File: src/rtl/rf68000_ring_server.sv
// Ring bus server: captures read/write requests addressed to this node, performs them as
// Wishbone master cycles in arrival order and returns read results on the response ring.
package nic_pkg;
  typedef enum logic [3:0] {
    PT_NULL  = 4'd0,
    PT_READ  = 4'd1,
    PT_WRITE = 4'd2,
    PT_AREAD = 4'd3,
    PT_ACK   = 4'd4,
    PT_AACK  = 4'd5,
    PT_ERR   = 4'd6
  } pkt_type_t;

  typedef struct packed {
    logic [5:0]  did;
    logic [5:0]  sid;
    logic [5:0]  age;
    logic        ack;
    pkt_type_t   typ;
    logic        we;
    logic [3:0]  sel;
    logic [31:0] adr;
    logic [31:0] dat;
  } packet_t;
endpackage

module rf68000_ring_server
  import nic_pkg::*;
#(
  parameter logic [5:0] ID    = 6'd62,
  parameter int          DEPTH = 4,
  parameter logic [7:0]  TMO   = 8'd255
) (
  input  logic        clk_i,
  input  logic        rst_ni,
  input  packet_t     packet_i,
  output packet_t     packet_o,
  input  packet_t     rpacket_i,
  output packet_t     rpacket_o,
  output logic        m_cyc_o,
  output logic        m_stb_o,
  output logic        m_we_o,
  output logic [3:0]  m_sel_o,
  output logic [31:0] m_adr_o,
  output logic [31:0] m_dat_o,
  input  logic [31:0] m_dat_i,
  input  logic        m_ack_i,
  input  logic        m_err_i,
  output logic        full_o,
  output logic        busy_o
);
  localparam int AW = $clog2(DEPTH);

  typedef struct packed {
    logic [5:0]  sid;
    pkt_type_t   typ;
    logic        we;
    logic [3:0]  sel;
    logic [31:0] adr;
    logic [31:0] dat;
  } req_t;

  typedef enum logic [1:0] {IDLE, BUS, RESP} state_t;

  req_t          mem [DEPTH];
  logic [AW-1:0] wr_ptr, rd_ptr;
  logic [AW:0]   count;
  state_t        state;
  logic [7:0]    tmo_cnt;
  packet_t       resp, nxt_resp;
  req_t          head;
  logic          is_req, capture, pop, bus_done, slot_free;

  assign head      = mem[rd_ptr];
  assign is_req    = (packet_i.did == ID) && (packet_i.did != 6'h3F) &&
                     (packet_i.typ inside {PT_READ, PT_AREAD, PT_WRITE});
  assign full_o    = (count == (AW+1)'(DEPTH));
  assign busy_o    = (state != IDLE);
  assign bus_done  = (state == BUS) && (m_ack_i || m_err_i || tmo_cnt == TMO);
  assign slot_free = ((rpacket_i.sid | rpacket_i.did) == '0);
  // The head entry leaves only when its transaction is fully finished; a pop in the same
  // cycle frees a slot, so a full FIFO can still accept a request then.
  assign pop       = (bus_done && head.typ == PT_WRITE) || (state == RESP && slot_free);
  assign capture   = is_req && (!full_o || pop);

  always_comb begin
    nxt_resp     = '0;
    nxt_resp.sid = ID;
    nxt_resp.did = head.sid;
    nxt_resp.ack = 1'b1;
    nxt_resp.adr = head.adr;
    if (m_ack_i) begin
      nxt_resp.typ = (head.typ == PT_AREAD) ? PT_AACK : PT_ACK;
      nxt_resp.dat = m_dat_i;
    end else begin
      nxt_resp.typ = PT_ERR;
    end
  end

  always_ff @(posedge clk_i) begin
    if (capture)
      mem[wr_ptr] <= '{sid: packet_i.sid, typ: packet_i.typ, we: packet_i.we,
                       sel: packet_i.sel, adr: packet_i.adr, dat: packet_i.dat};
  end

  always_ff @(posedge clk_i) begin
    if (!rst_ni) begin
      wr_ptr <= '0;
      rd_ptr <= '0;
      count  <= '0;
    end else begin
      if (capture) wr_ptr <= wr_ptr + AW'(1);
      if (pop)     rd_ptr <= rd_ptr + AW'(1);
      case ({capture, pop})
        2'b10:   count <= count + (AW+1)'(1);
        2'b01:   count <= count - (AW+1)'(1);
        default: count <= count;
      endcase
    end
  end

  always_ff @(posedge clk_i) begin
    if (!rst_ni) begin
      packet_o  <= '0;
      rpacket_o <= '0;
      resp      <= '0;
      state     <= IDLE;
      tmo_cnt   <= '0;
      m_cyc_o   <= 1'b0;
      m_stb_o   <= 1'b0;
      m_we_o    <= 1'b0;
      m_sel_o   <= '0;
      m_adr_o   <= '0;
      m_dat_o   <= '0;
    end else begin
      packet_o  <= capture ? '0 : packet_i;
      rpacket_o <= rpacket_i;
      case (state)
        IDLE: begin
          if (count != '0) begin
            m_cyc_o <= 1'b1;
            m_stb_o <= 1'b1;
            m_we_o  <= head.we;
            m_adr_o <= head.adr;
            m_dat_o <= head.dat;
            m_sel_o <= (head.typ == PT_WRITE) ? head.sel : 4'hF;
            tmo_cnt <= '0;
            state   <= BUS;
          end
        end
        BUS: begin
          if (bus_done) begin
            m_cyc_o <= 1'b0;
            m_stb_o <= 1'b0;
            m_we_o  <= 1'b0;
            m_sel_o <= '0;
            if (head.typ == PT_WRITE) begin
              state <= IDLE;
            end else begin
              resp  <= nxt_resp;
              state <= RESP;
            end
          end else begin
            tmo_cnt <= tmo_cnt + 8'd1;
          end
        end
        RESP: begin
          // Insert only into an empty slot; otherwise keep forwarding ring traffic.
          if (slot_free) begin
            rpacket_o <= resp;
            state     <= IDLE;
          end
        end
        default: state <= IDLE;
      endcase
    end
  end
endmodule
File: config.mk
export PLATFORM = sky130hd
export DESIGN_NAME = rf68000_ring_server
export DESIGN_NICKNAME = d
export VERILOG_FILES = /design/src/rtl/rf68000_ring_server.sv
export SDC_FILE = /design/constraint.sdc
export NUM_CORES = 1
export LEC_CHECK = 0
export ABC_AREA = 1
export ABC_CLOCK_PERIOD_IN_PS = 12500
export CAP_MARGIN = 25
export CORE_MARGIN = 5
export CORE_UTILIZATION = 55
export CTS_CLUSTER_SIZE = 14
export DETAILED_ROUTE_END_ITERATION = 8
export GPL_TIMING_DRIVEN = 0
export PLACE_DENSITY = 0.95
export RECOVER_POWER = 25
export SLEW_MARGIN = 15
export SYNTH_ARGS = -nofsm -noshare
export SYNTH_HDL_FRONTEND = slang
export SYNTH_SLANG_ARGS = --single-unit
File: constraint.sdc
create_clock -name clk_i -period 12.5 [get_ports clk_i]
set_input_delay 1.25 -clock clk_i [delete_from_list [all_inputs] [get_ports clk_i]]
set_output_delay 1.25 -clock clk_i [all_outputs]
set_load 0.005 [all_outputs]
# Yosys cells after proc, flatten, opt, wreduce, memory -nomap -nowiden
# Memory sizes are Yosys's and may differ from the RTL's. A register that Yosys moved wholly into a read port is not among the register bits.
# Index checks and enable logic that the tools add are counted.
totals:
  regBits: 347
  mem_bits_rw: 316
  inputBits: 220
  out_inout_bits: 257
  word_cells: 111
  mem_count: 1
classes:
  addsub: 5
  eq_ne: 17
  mux: 27
  n_bitwise: 3
  reduce_logical: 24
mem_list:
  columns: ["name", "depth", "width", "rd", "rd_clocked_by_memory_dff", "wr", "line", "rtl"]
  rows:
  - ["mem", 4, 79, 1, 1, 1, "65", "req_t mem [DEPTH];"]
op_table:
  columns: ["operator", "n"]
  rows:
  - ["$mux 92", 2]
  - ["$mux 32", 1]
  - ["$eq 4x2->1 const B", 4]
  - ["$mux 8", 2]
  - ["$pmux 8 s2", 1]
  - ["$mux 2", 7]
  - ["$mux 4", 3]
  - ["$reduce_and 3->1", 4]
  - ["$add 8x1->8 const B", 1]
  - ["$eq 8x8->1 const B", 1]
  - ["$ne 2x2->1 const B", 4]
  - ["$pmux 4 s2", 1]
  - ["$eq 6x6->1 const B", 1]
  - ["$logic_and 1x1->1", 6]
  - ["$logic_not 6->1", 1]
  - ["$mux 1", 6]
  - ["$ne 6x6->1 const B", 1]
  - ["$or 6x6->6", 1]
  - ["$pmux 2 s3", 1]
  - ["$pmux 3 s2", 1]
  - ["$reduce_bool 2->1", 3]
  - ["$reduce_bool 3->1", 2]
  - ["$add 2x1->2 const B", 2]
  - ["$eq 2x1->1 const B", 2]
  - ["other kinds (12)", 18]

# Depth between registers and ports, before layout
# Gate-level depths: netlist of run 1.
depth:
  depth_word: 9
  mapped_depth: 16
  ltp_nobuf: 15

# Worst setup path after synthesis of run 1
# OpenSTA, ideal clock, no wires.
synth_path:
  path_type: "input port to flip-flop"
  startpoint: "input port rpacket_i[83] (netlist bit)"
  endpoint: "memory mem[0][0] (netlist bit), enable pin"
  setup_time_ns: 0.517
  arrival_time_ns: 5.395
  required_ns: 11.983
  path_slack_ns: 6.588
  cell_stages: 9
  path_buffers: 0
  path_cell_list: "nor2_1 > nand3_1 > nor2_1 > nand3_1 > inv_2 > a21oi_4 > nand2_2 > nand2_4 > nor2_1"
synth_via:
  elab_chain_cells: 8
synth_lines:
  columns: ["element", "line", "rtl"]
  rows:
  - ["start, declared", "38", "input packet_t rpacket_i,"]
  - ["$or 6x6->6", "80", "assign slot_free = ((rpacket_i.sid | rpacket_i.did) == '0);"]
  - ["$logic_not 6->1", "80", null]
  - ["$logic_and 1x1->1", "83", "assign pop = (bus_done && head.typ == PT_WRITE) || (state == RESP && slot_free);"]
  - ["$logic_or 1x1->1", "83", null]
  - ["$logic_or 1x1->1", "84", "assign capture = is_req && (!full_o || pop);"]
  - ["$logic_and 1x1->1", "84", null]
  - ["$mux 1", "101", "if (capture)"]
  - ["$mux 1 (not written as such)", "102", "mem[wr_ptr] <= '{sid: packet_i.sid, typ: packet_i.typ, we: packet_i.we,"]
  - ["end, declared", "65", null]
# No other way between the ends.

# Worst setup path in the final report of run 1
layout_path:
  startpoint: "input port rpacket_i[80] (netlist bit)"
  endpoint: "memory mem[1][58] (netlist bit), enable pin"
# Same word-level chain as after synthesis.

==> metrics, run 1 <==
# fillers=2512; Max-Cap Viols=0; Fmax achieved=250 MHz; worst hold endpoint=m_adr_o[8]; first-pass GRT wire length=113000 µm; clock-pin slew on the worst setup and hold paths=70 ps; CP most frequent cell=buf_12; Adder-Cell Fraction of Synth Area=0.355%; CTS tree=done; clk_lat worst skew=600 ps; drt first pass iters=6; Fin. Hold Viols=0; Worst path slowest cell=clkdlybuf4s50_1; Power Density=148 nW/µm²; post-route DRC violation count=0; nets@finish=2893; actual slew at the worst max-slew pin=944 ps; sequential area share after synthesis=70.6%; TNS Setup=0 ps; core area=41900 µm²; maximum VDD drop=0.128 mV; placed cell count=3137; flop-to-flop setup slack=9510 ps; post-synthesis cell count=2109; CP Launch Point=rpacket_i[80]; final instance count without filler cells=3262; Arr. time, crit path=4280 ps; buffers plus inverters on the worst setup path=5; Antenna Nets Post-Route=0; largest net degree at the start of global routing=25; Hold Crit Class=register to register; total power draw=4.63 mW; DR WL/cell=23.2 µm; row count=75; layout cell share with drive strength beyond 1=8.89%; Final Max Tran Viols=0; critical setup path kind=input pin to register; worst path cell trace=clkdlybuf4s50_1 > nor2_1 > nand3_1 > nor2_1 > nand3_1 > inv_2 > a21oi_4 > nand2_2 > nand2_4 > nor2_4 > buf_12 > buf_12 > buf_12; chip height=216 µm; mapped cell area=23300 µm²; hold path depth=2; period utilization=32.1%; Die Area=46500 µm²; via/cell ratio=5.75; RSZ-0062 raised after global routing=false; Max-slew headroom=36.8%; xor/xnor cell area share of the yosys netlist=0.0753%; DRT iter0 DRCs=2490; main combinational cell family by area after synthesis=simple AND/OR/NAND/NOR gates; setup violators final=0; CP top delay family=buffers and inverters; Hold Startpoint=m_adr_o[8]; clk sinks=662; Critical Path RT=12780 ps; post_cts resized=0; syn avg cell area=11.0 µm²; Top Ports=477; YS warnings=0; minimum clock period=4010 ps; post-synthesis compound-gate area fraction=11.4%; Post-CTS Setup Inserts=0; outcome=finished, final reports clean; Post-Place Cell Area=29000 µm²; Hold-fix buffers, CTS=0; Remaining Overflow, GRT=0; DR vias=18746; CTS buffer count=66; Routed WL=75800 µm; synth unique cells=37; flops & latches, synth=662; Area Overhead vs Synth=34.8%; r2r endpoint=mem[1][58]; mux cell area share after synthesis=0%; Die Width=216 µm; slowest cell delay on critical path=440 ps; Worst Setup Start Kind=input pin; cell area after layout=31400 µm²; worst-path maximum fanout=24; IO Port Bufs=475; initial antenna violation count=4; Static Leak=12.1 nW; r2r worst-path depth=13; total track usage=31.4%; Setup crit end kind=register; DP Wirelength=52900 µm; Worst Clk Skew=29.0 ps; Root Buffer=clkbuf_16; Clock H-tree levels=3; syn_nets=2335; post-synthesis simple-gate area fraction=12.5%; vias in the first global route=19135; Initial Util=55.6%; Final GP Congestion=0.919; Max clock buf depth=3
layer usage:
| metal | vias to the layer above | GRT usage, % | part of all wire, % |
|---|---|---|---|
| met3 | 304 | 7.95 | 10 |
| met1 | 8847 | 35.6 | 35 |
| met5 | - | 0 | 0.018 |
| li1 | 8247 | - | - |
| met2 | 1344 | 54.0 | 49 |
| met4 | 4 | 18.5 | 6.6 |
cells by family (layout without fill, tap and decap cells):
kind of cell | Yosys count | after routing
flops | 662 | 662
xor+xnor | 2 | 2
other cells | 0 | 2
buf+inv | 278 | 890
simple gates | 695 | 695
fa+ha+maj | 6 | 6
compound gates | 466 | 466
final cells by class:
class	count	area (µm²)	share of cell area, %
clock inverter	27	263	0.838
tap	539	674	2.15
clock buffer	95	2030	6.49
sequential	662	16400	52.4
timing repair buffer	490	5090	16.2
antenna	2	5.00	0.0160
buffer	127	619	1.98
inverter	151	567	1.81
multi-input combinational	1169	5680	18.1
sequential cells by signal (all words and copies together), names as in the netlist, 3 cells and up, named ones only:
name,flops
count,3
m_adr_o,32
m_dat_o,32
m_sel_o,4
mem,316
packet_o,92
resp,73
rpacket_o,92
tmo_cnt,8
cells in the mapped netlist:
cell	count	area share, %
ha_1	5	0.27
nand2_4	1	0.048
nor3b_1	1	0.032
inv_2	3	0.048
buf_6	1	0.048
o21ai_0	261	5.6
a31oi_1	38	1.0
inv_1	147	2.4
edfxtp_1	316	41
nand3b_1	2	0.065
nand2_1	179	2.9
o22ai_1	8	0.22
buf_1	8	0.13
clkbuf_1	92	1.5
and3_1	1	0.027
nand2_2	2	0.054
xor2_1	1	0.038
buf_2	12	0.26
a32o_1	32	1.4
a21oi_4	1	0.070
a21oi_1	82	1.8
clkinv_1	1	0.016
nor2_4	3	0.15
o211a_1	1	0.043
xnor2_1	1	0.038
nor2_2	80	2.2
o21ai_1	11	0.24
nor3_1	4	0.086
buf_8	9	0.58
a22oi_1	31	1.0
fa_1	1	0.086
a21boi_0	1	0.032
nand4_1	4	0.11
dfxtp_1	346	30
nand3_1	25	0.54
nor2_1	393	6.3
buf_4	5	0.16
worst max path at each step:
stage                       to  slack [ps]  cells past startpoint
finish              mem[1][58]        8490                     13
global route        mem[1][48]        8410                     13
CTS                 mem[1][58]        8400                      9
detailed placement  mem[1][41]        7800                      9
global placement    mem[3][46]        3120                     10
floorplan            mem[0][0]        6590                      9
through the flow:
stage	hold slack, ps	setup slack (ps)	util, %
CTS	464	8400	74.9
detailed placement	448	7800	69.4
finish	460	8490	74.9
global placement	429	3120	68.5
global route	480	8410	74.9
floorplan	412	6590	-
cells in the final DEF (no fill, tap or decap), drive strengths merged, types with 2 or more instances in the layout:
master	instances
nor3	4
clkinvlp	3
dlygate4sd3	77
nand3	25
inv	152
edfxtp	316
diode	2
a31oi	38
nor2	476
bufinv	5
a32o	32
a21oi	83
o21ai	272
a22oi	31
ha	5
dfxtp	346
clkinv	18
buf	49
o22ai	8
nand4	4
nand2	182
clkbuf	188
clkdlybuf4s50	398
nand3b	2
worst reg2reg max path: cells and delay by family (launching register included):
| family | cells | cell delay [ps] |
|---|---|---|
| buffers and inverters | 5 | 1080 |
| flip-flops | 1 | 320 |
| AND/OR/NAND/NOR | 7 | 1150 |
| AO/OA/AOI/OAI | 1 | 110 |
power breakdown:
part | switching (mW) | internal [mW] | total, mW
registers | 0.0116 | 2.30 | 2.31
clock network | 0.835 | 1.24 | 2.07
logic | 0.106 | 0.132 | 0.237
Note: power is estimated with default switching activity, not from simulation.
==> inputs of run 2 (changes only) <==
- ABC_CLOCK_PERIOD_IN_PS: 12500 -> 3200
- CORE_UTILIZATION: 55 -> 46
- PLACE_DENSITY: 0.95 -> 0.86
- clock period: 12.5 -> 3.2 ns (I/O delays scaled with it)
==> run 2 against run 1 <==
Compared with the run above:
- utilization decreased by 12 points
- via count decreased by 4.6%
- register-to-register slack got worse by 9200 ps
==> metrics, run 2 (synthesis results as in run 1) <==
Max clock buf depth=3; Setup crit end kind=register; Remaining Overflow, GRT=0; post-route DRC violation count=0; Routed WL=74800 µm; DRT iter0 DRCs=1430; Net Sw Power=3.80 mW; cell area after layout=31600 µm²; clk_lat worst skew=620 ps; CTS tree=done; layout cell share with drive strength beyond 1=9.19%; IO Port Bufs=475; Critical Path RT=3500 ps; flop-to-flop setup slack=340 ps; period utilization=92.7%; Seq pwr share=49.9%; Power Density=574 nW/µm²; critical setup path kind=input pin to register; drt first pass iters=5; Hold Crit Class=input pin to register; Hold-fix buffers, CTS=0; CTS buffer count=67; Top Registers=mem (316), packet_o (92), rpacket_o (92); Initial Util=46.4%; Max-slew headroom=40.3%; row count=82; maximum VDD drop=0.473 mV; DR vias=17891; total track usage=26.2%; via/cell ratio=5.25; Final Util=63.0%; Fmax achieved=337 MHz; initial antenna violation count=7; most frequent cells in the layout=398 x clkdlybuf4s50_1, 389 x nor2_1, 346 x dfxtp_1, 316 x edfxtp_1, 261 x o21ai_0; Fin. Hold Viols=0; Clock H-tree levels=3; setup violators final=0; Die Area=55100 µm²; largest net degree at the start of global routing=26; minimum clock period=2970 ps; nets@finish=2901; Final GP Congestion=0.948; RSZ-0062 raised after global routing=false; DP Wirelength=54100 µm; Worst Setup Start Kind=input pin; internal power component=14.3 mW; total power draw=18.1 mW; Post-Place Cell Area=29200 µm²; outcome=finished, final reports clean; Root Buffer=clkbuf_16; commonest non-fill, non-tap cell in the layout=clkdlybuf4s50_1; Top Ports=477; core area=50100 µm²; vias in the first global route=18397; DR WL/cell=22.0 µm; clk sinks=662; sw frac=21.0%; logic gate share of total power=5.1%; Static Leak=12.1 nW; Arr. time, crit path=3260 ps; clock network power share=45.0%; Max-Cap Viols=0; Final Max Tran Viols=0; largest reg by FF count=mem; Die Width=235 µm; actual slew at the worst max-slew pin=891 ps; Antenna Nets Post-Route=0; Largest register FFs=316; chip height=235 µm; first-pass GRT wire length=111000 µm; final hold slack=250 ps; Area Overhead vs Synth=35.7%; clock-pin slew on the worst setup and hold paths=60 ps; worst-path maximum fanout=25; Worst Clk Skew=30.4 ps
-- run 2: cell count changes in the layout (fill, tap and decap cells not counted), sizes merged --
cell / previous run / this run
diode: 2 / 4
clkinvlp: 3 / 4
clkbuf: 188 / 182
bufinv: 5 / 7
nor2: 476 / 477
buf: 49 / 56
inv: 152 / 156
-- run 2: path summary, 6_finish.rpt --
| kind | start | end | cells after the start |
|---|---|---|---|
| worst max-delay path | packet_i[71] | mem[3][8] | 8 |
| worst min register to register | rd_ptr[1] | register | 1 |
| worst max register to register | register | mem[3][8] | 11 |
| worst min-delay path | packet_i[73] | packet_o[73] | 3 |
-- run 2: cell type report --
type | count | area [µm²]
Timing Repair Buffer | 496 | 5090
Fill cell | 3764 | 18500
Clock buffer | 90 | 1900
Inverter | 151 | 567
Sequential cell | 662 | 16400
Multi-Input combinational cell | 1170 | 5690
Tap cell | 672 | 841
Buffer | 127 | 619
Clock inverter | 34 | 428
Antenna cell | 4 | 10.0
-- run 2: metrics by stage --
| step | TNS, ps | std cells | worst slack, ps |
|---|---|---|---|
| 6_report | 0 | 3406 | 233 |
| 5_1_grt | 0 | 3404 | 68.6 |
| 4_1_cts | 0 | 3393 | 170 |
| 3_5_place_dp | -71580 | 3268 | -634 |
| 3_3_place_gp | -1084200 | 3256 | -3450 |
| 2_1_floorplan | -154490 | 2109 | -489 |
-- run 2: power groups by stage --
| stage | sequential (mW) | combinational (mW) | clock, mW |
|---|---|---|---|
| final | 9.04 | 0.929 | 8.15 |
| after global routing | 9.05 | 0.990 | 8.64 |
| after CTS | 9.04 | 0.955 | 8.27 |
| after detailed placement | 9.22 | 0.942 | 0 |
| after global placement | 9.22 | 0.923 | 0 |
| after floorplan | 9.24 | 0.212 | 0 |
-- run 2: worst max-delay path: stages --
cell and delay [ps]:
dlygate4sd3_1 670, inv_1 140, nand4_1 120, nor3_2 690, nand2_4 270, nor2_4 560
buf_16 250, buf_12 220
-- run 2: repair_timing --
item,4_1_cts,5_1_grt
gates cloned,1,0
setup endpoints to repair,11,57
resized for setup,0,0
pin swaps,1,3
setup buffers,0,9
-- run 2: per-layer routing --
metal | GRT usage, % | vias up | part of all wire [%]
met5 | 0 | - | 0.037
met4 | 12.2 | 4 | 4.6
met3 | 7.95 | 163 | 9.6
met2 | 44.9 | 930 | 49
met1 | 30.2 | 8527 | 37
li1 | - | 8267 | -
==> inputs of run 3 (changes only) <==
- CTS_CLUSTER_SIZE: 14 -> 8
- HOLD_SLACK_MARGIN: not set -> 0.03
==> run 3 against run 2 <==
Compared with the run above:
- register-to-register slack got worse by 140 ps
- combinational power is essentially flat
- sequential share of layout area down 0.43 points
- setup slack worse by 65 ps
- first-iteration DRC count shrank 3.7%
- clock skew rose by 1.9 ps
- clock power up 9.7%
- largest power group unchanged
==> metrics, run 3 (synthesis results as in run 1) <==
Die Width=235 µm; Fin. Hold Viols=0; total track usage=26.7%; CTS tree=done; post-route DRC violation count=0; Largest register FFs=316; CP most frequent cell=buf_12; RSZ-0062 raised after global routing=false; Setup crit end kind=register; placed cell count=3268; period utilization=94.8%; Top Ports=477; Static Leak=12.2 nW; Antenna Nets Post-Route=0; Hold Crit Class=input pin to register; DRT iter0 DRCs=1377; DP Wirelength=54100 µm; Max clock buf depth=3; clock-pin slew on the worst setup and hold paths=50 ps; TNS Setup=0 ps; via/cell ratio=5.30; largest reg by FF count=mem; actual slew at the worst max-slew pin=846 ps; Fmax achieved=330 MHz; clk_lat worst skew=640 ps; Final Max Tran Viols=0; Routed WL=76300 µm; final hold slack=209 ps; Max-Cap Viols=0; Clock H-tree levels=3; cell area after layout=31800 µm²; chip height=235 µm; Max-slew headroom=43.6%; vias in the first global route=18738; Post-Place Cell Area=29200 µm²; Worst Clk Skew=32.3 ps; Worst path slowest cell=nor2_4; outcome=finished, final reports clean; Die Area=55100 µm²; drt first pass iters=5; critical setup path kind=input pin to register; Power Density=595 nW/µm²; post_cts resized=0; IO Port Bufs=475; initial antenna violation count=3; Post-CTS Setup Inserts=0; minimum clock period=3030 ps; first-pass GRT wire length=114000 µm; Area Overhead vs Synth=36.9%; Final Util=63.6%; commonest non-fill, non-tap cell in the layout=clkdlybuf4s50_1; final instance count without filler cells=3425; slowest cell delay on critical path=500 ps; worst-path maximum fanout=22; Remaining Overflow, GRT=0; worst path cell trace=clkdlybuf4s50_1 > inv_1 > nand4_1 > nor2_1 > nand3_1 > inv_2 > a21oi_4 > nand2_2 > nand2_4 > nor2_4 > buf_12 > buf_16 > buf_12; row count=82; nets@finish=2917; layout cell share with drive strength beyond 1=8.51%; core area=50100 µm²; Initial Util=46.4%; clk sinks=662; Hold-fix buffers, CTS=0; Final GP Congestion=0.948; DR vias=18151; most frequent cells in the layout=397 x clkdlybuf4s50_1, 389 x nor2_1, 346 x dfxtp_1, 316 x edfxtp_1, 261 x o21ai_0; setup violators final=0; Arr. time, crit path=3360 ps; Root Buffer=clkbuf_16; Top Registers=mem (316), packet_o (92), rpacket_o (92); maximum VDD drop=0.458 mV; Critical Path RT=3520 ps; Worst Setup Start Kind=input pin; DR WL/cell=22.3 µm; CTS buffer count=92; largest net degree at the start of global routing=26
run 3: where the power goes:
part | leakage, nW | internal (mW) | switching, mW
logic | 5.28 | 0.514 | 0.418
clock network | 1.26 | 5.35 | 3.59
registers | 5.68 | 9.02 | 0.0446
total | 12.2 | 14.9 | 4.05
run 3: path summary, 6_finish.rpt:
| path | from | end | slack (ps) | depth (start not counted) |
|---|---|---|---|---|
| worst max-delay path | rpacket_i[87] | mem[1][2] | 170 | 13 |
| worst min-delay path | packet_i[78] | packet_o[78] | 210 | 3 |
| worst max register to register | register | mem[1][2] | 200 | 12 |
| worst min register to register | rd_ptr[1] | register | 450 | 1 |
run 3: metal layers:
metal,vias up,global-route usage (%),routed length (µm),share of wire (%)
li1,8309,-,-,-
met1,8769,31.5,28700,38
met2,902,46.5,38000,50
met3,167,7.72,6690,8.8
met4,4,10.0,2930,3.8
met5,-,0,26,0.034
run 3: area by class of cell:
cell class                 count  area, µm²
antenna                        2       5.00
buffer                       127        619
clock buffer                 147       2510
clock inverter                 7        151
fill                        3693      18200
inverter                     151        567
multi-input combinational   1170       5690
sequential                   662      16400
tap                          672        841
timing repair buffer         487       5020
run 3: critical path: cells and delay by family:
family | cells | cell delay, ps
AOI/OAI and AO/OA | 1 | 70
and+or+nand+nor | 6 | 1400
buffers and inverters | 6 | 1500
run 3: per-stage QoR:
stage | power (mW) | setup slack (ps)
2_1_floorplan | 9.45 | -489
3_3_place_gp | 10.1 | -3450
3_5_place_dp | 10.2 | -634
4_1_cts | 19.1 | 137
5_1_grt | 19.5 | 5.68
6_report | 18.9 | 168
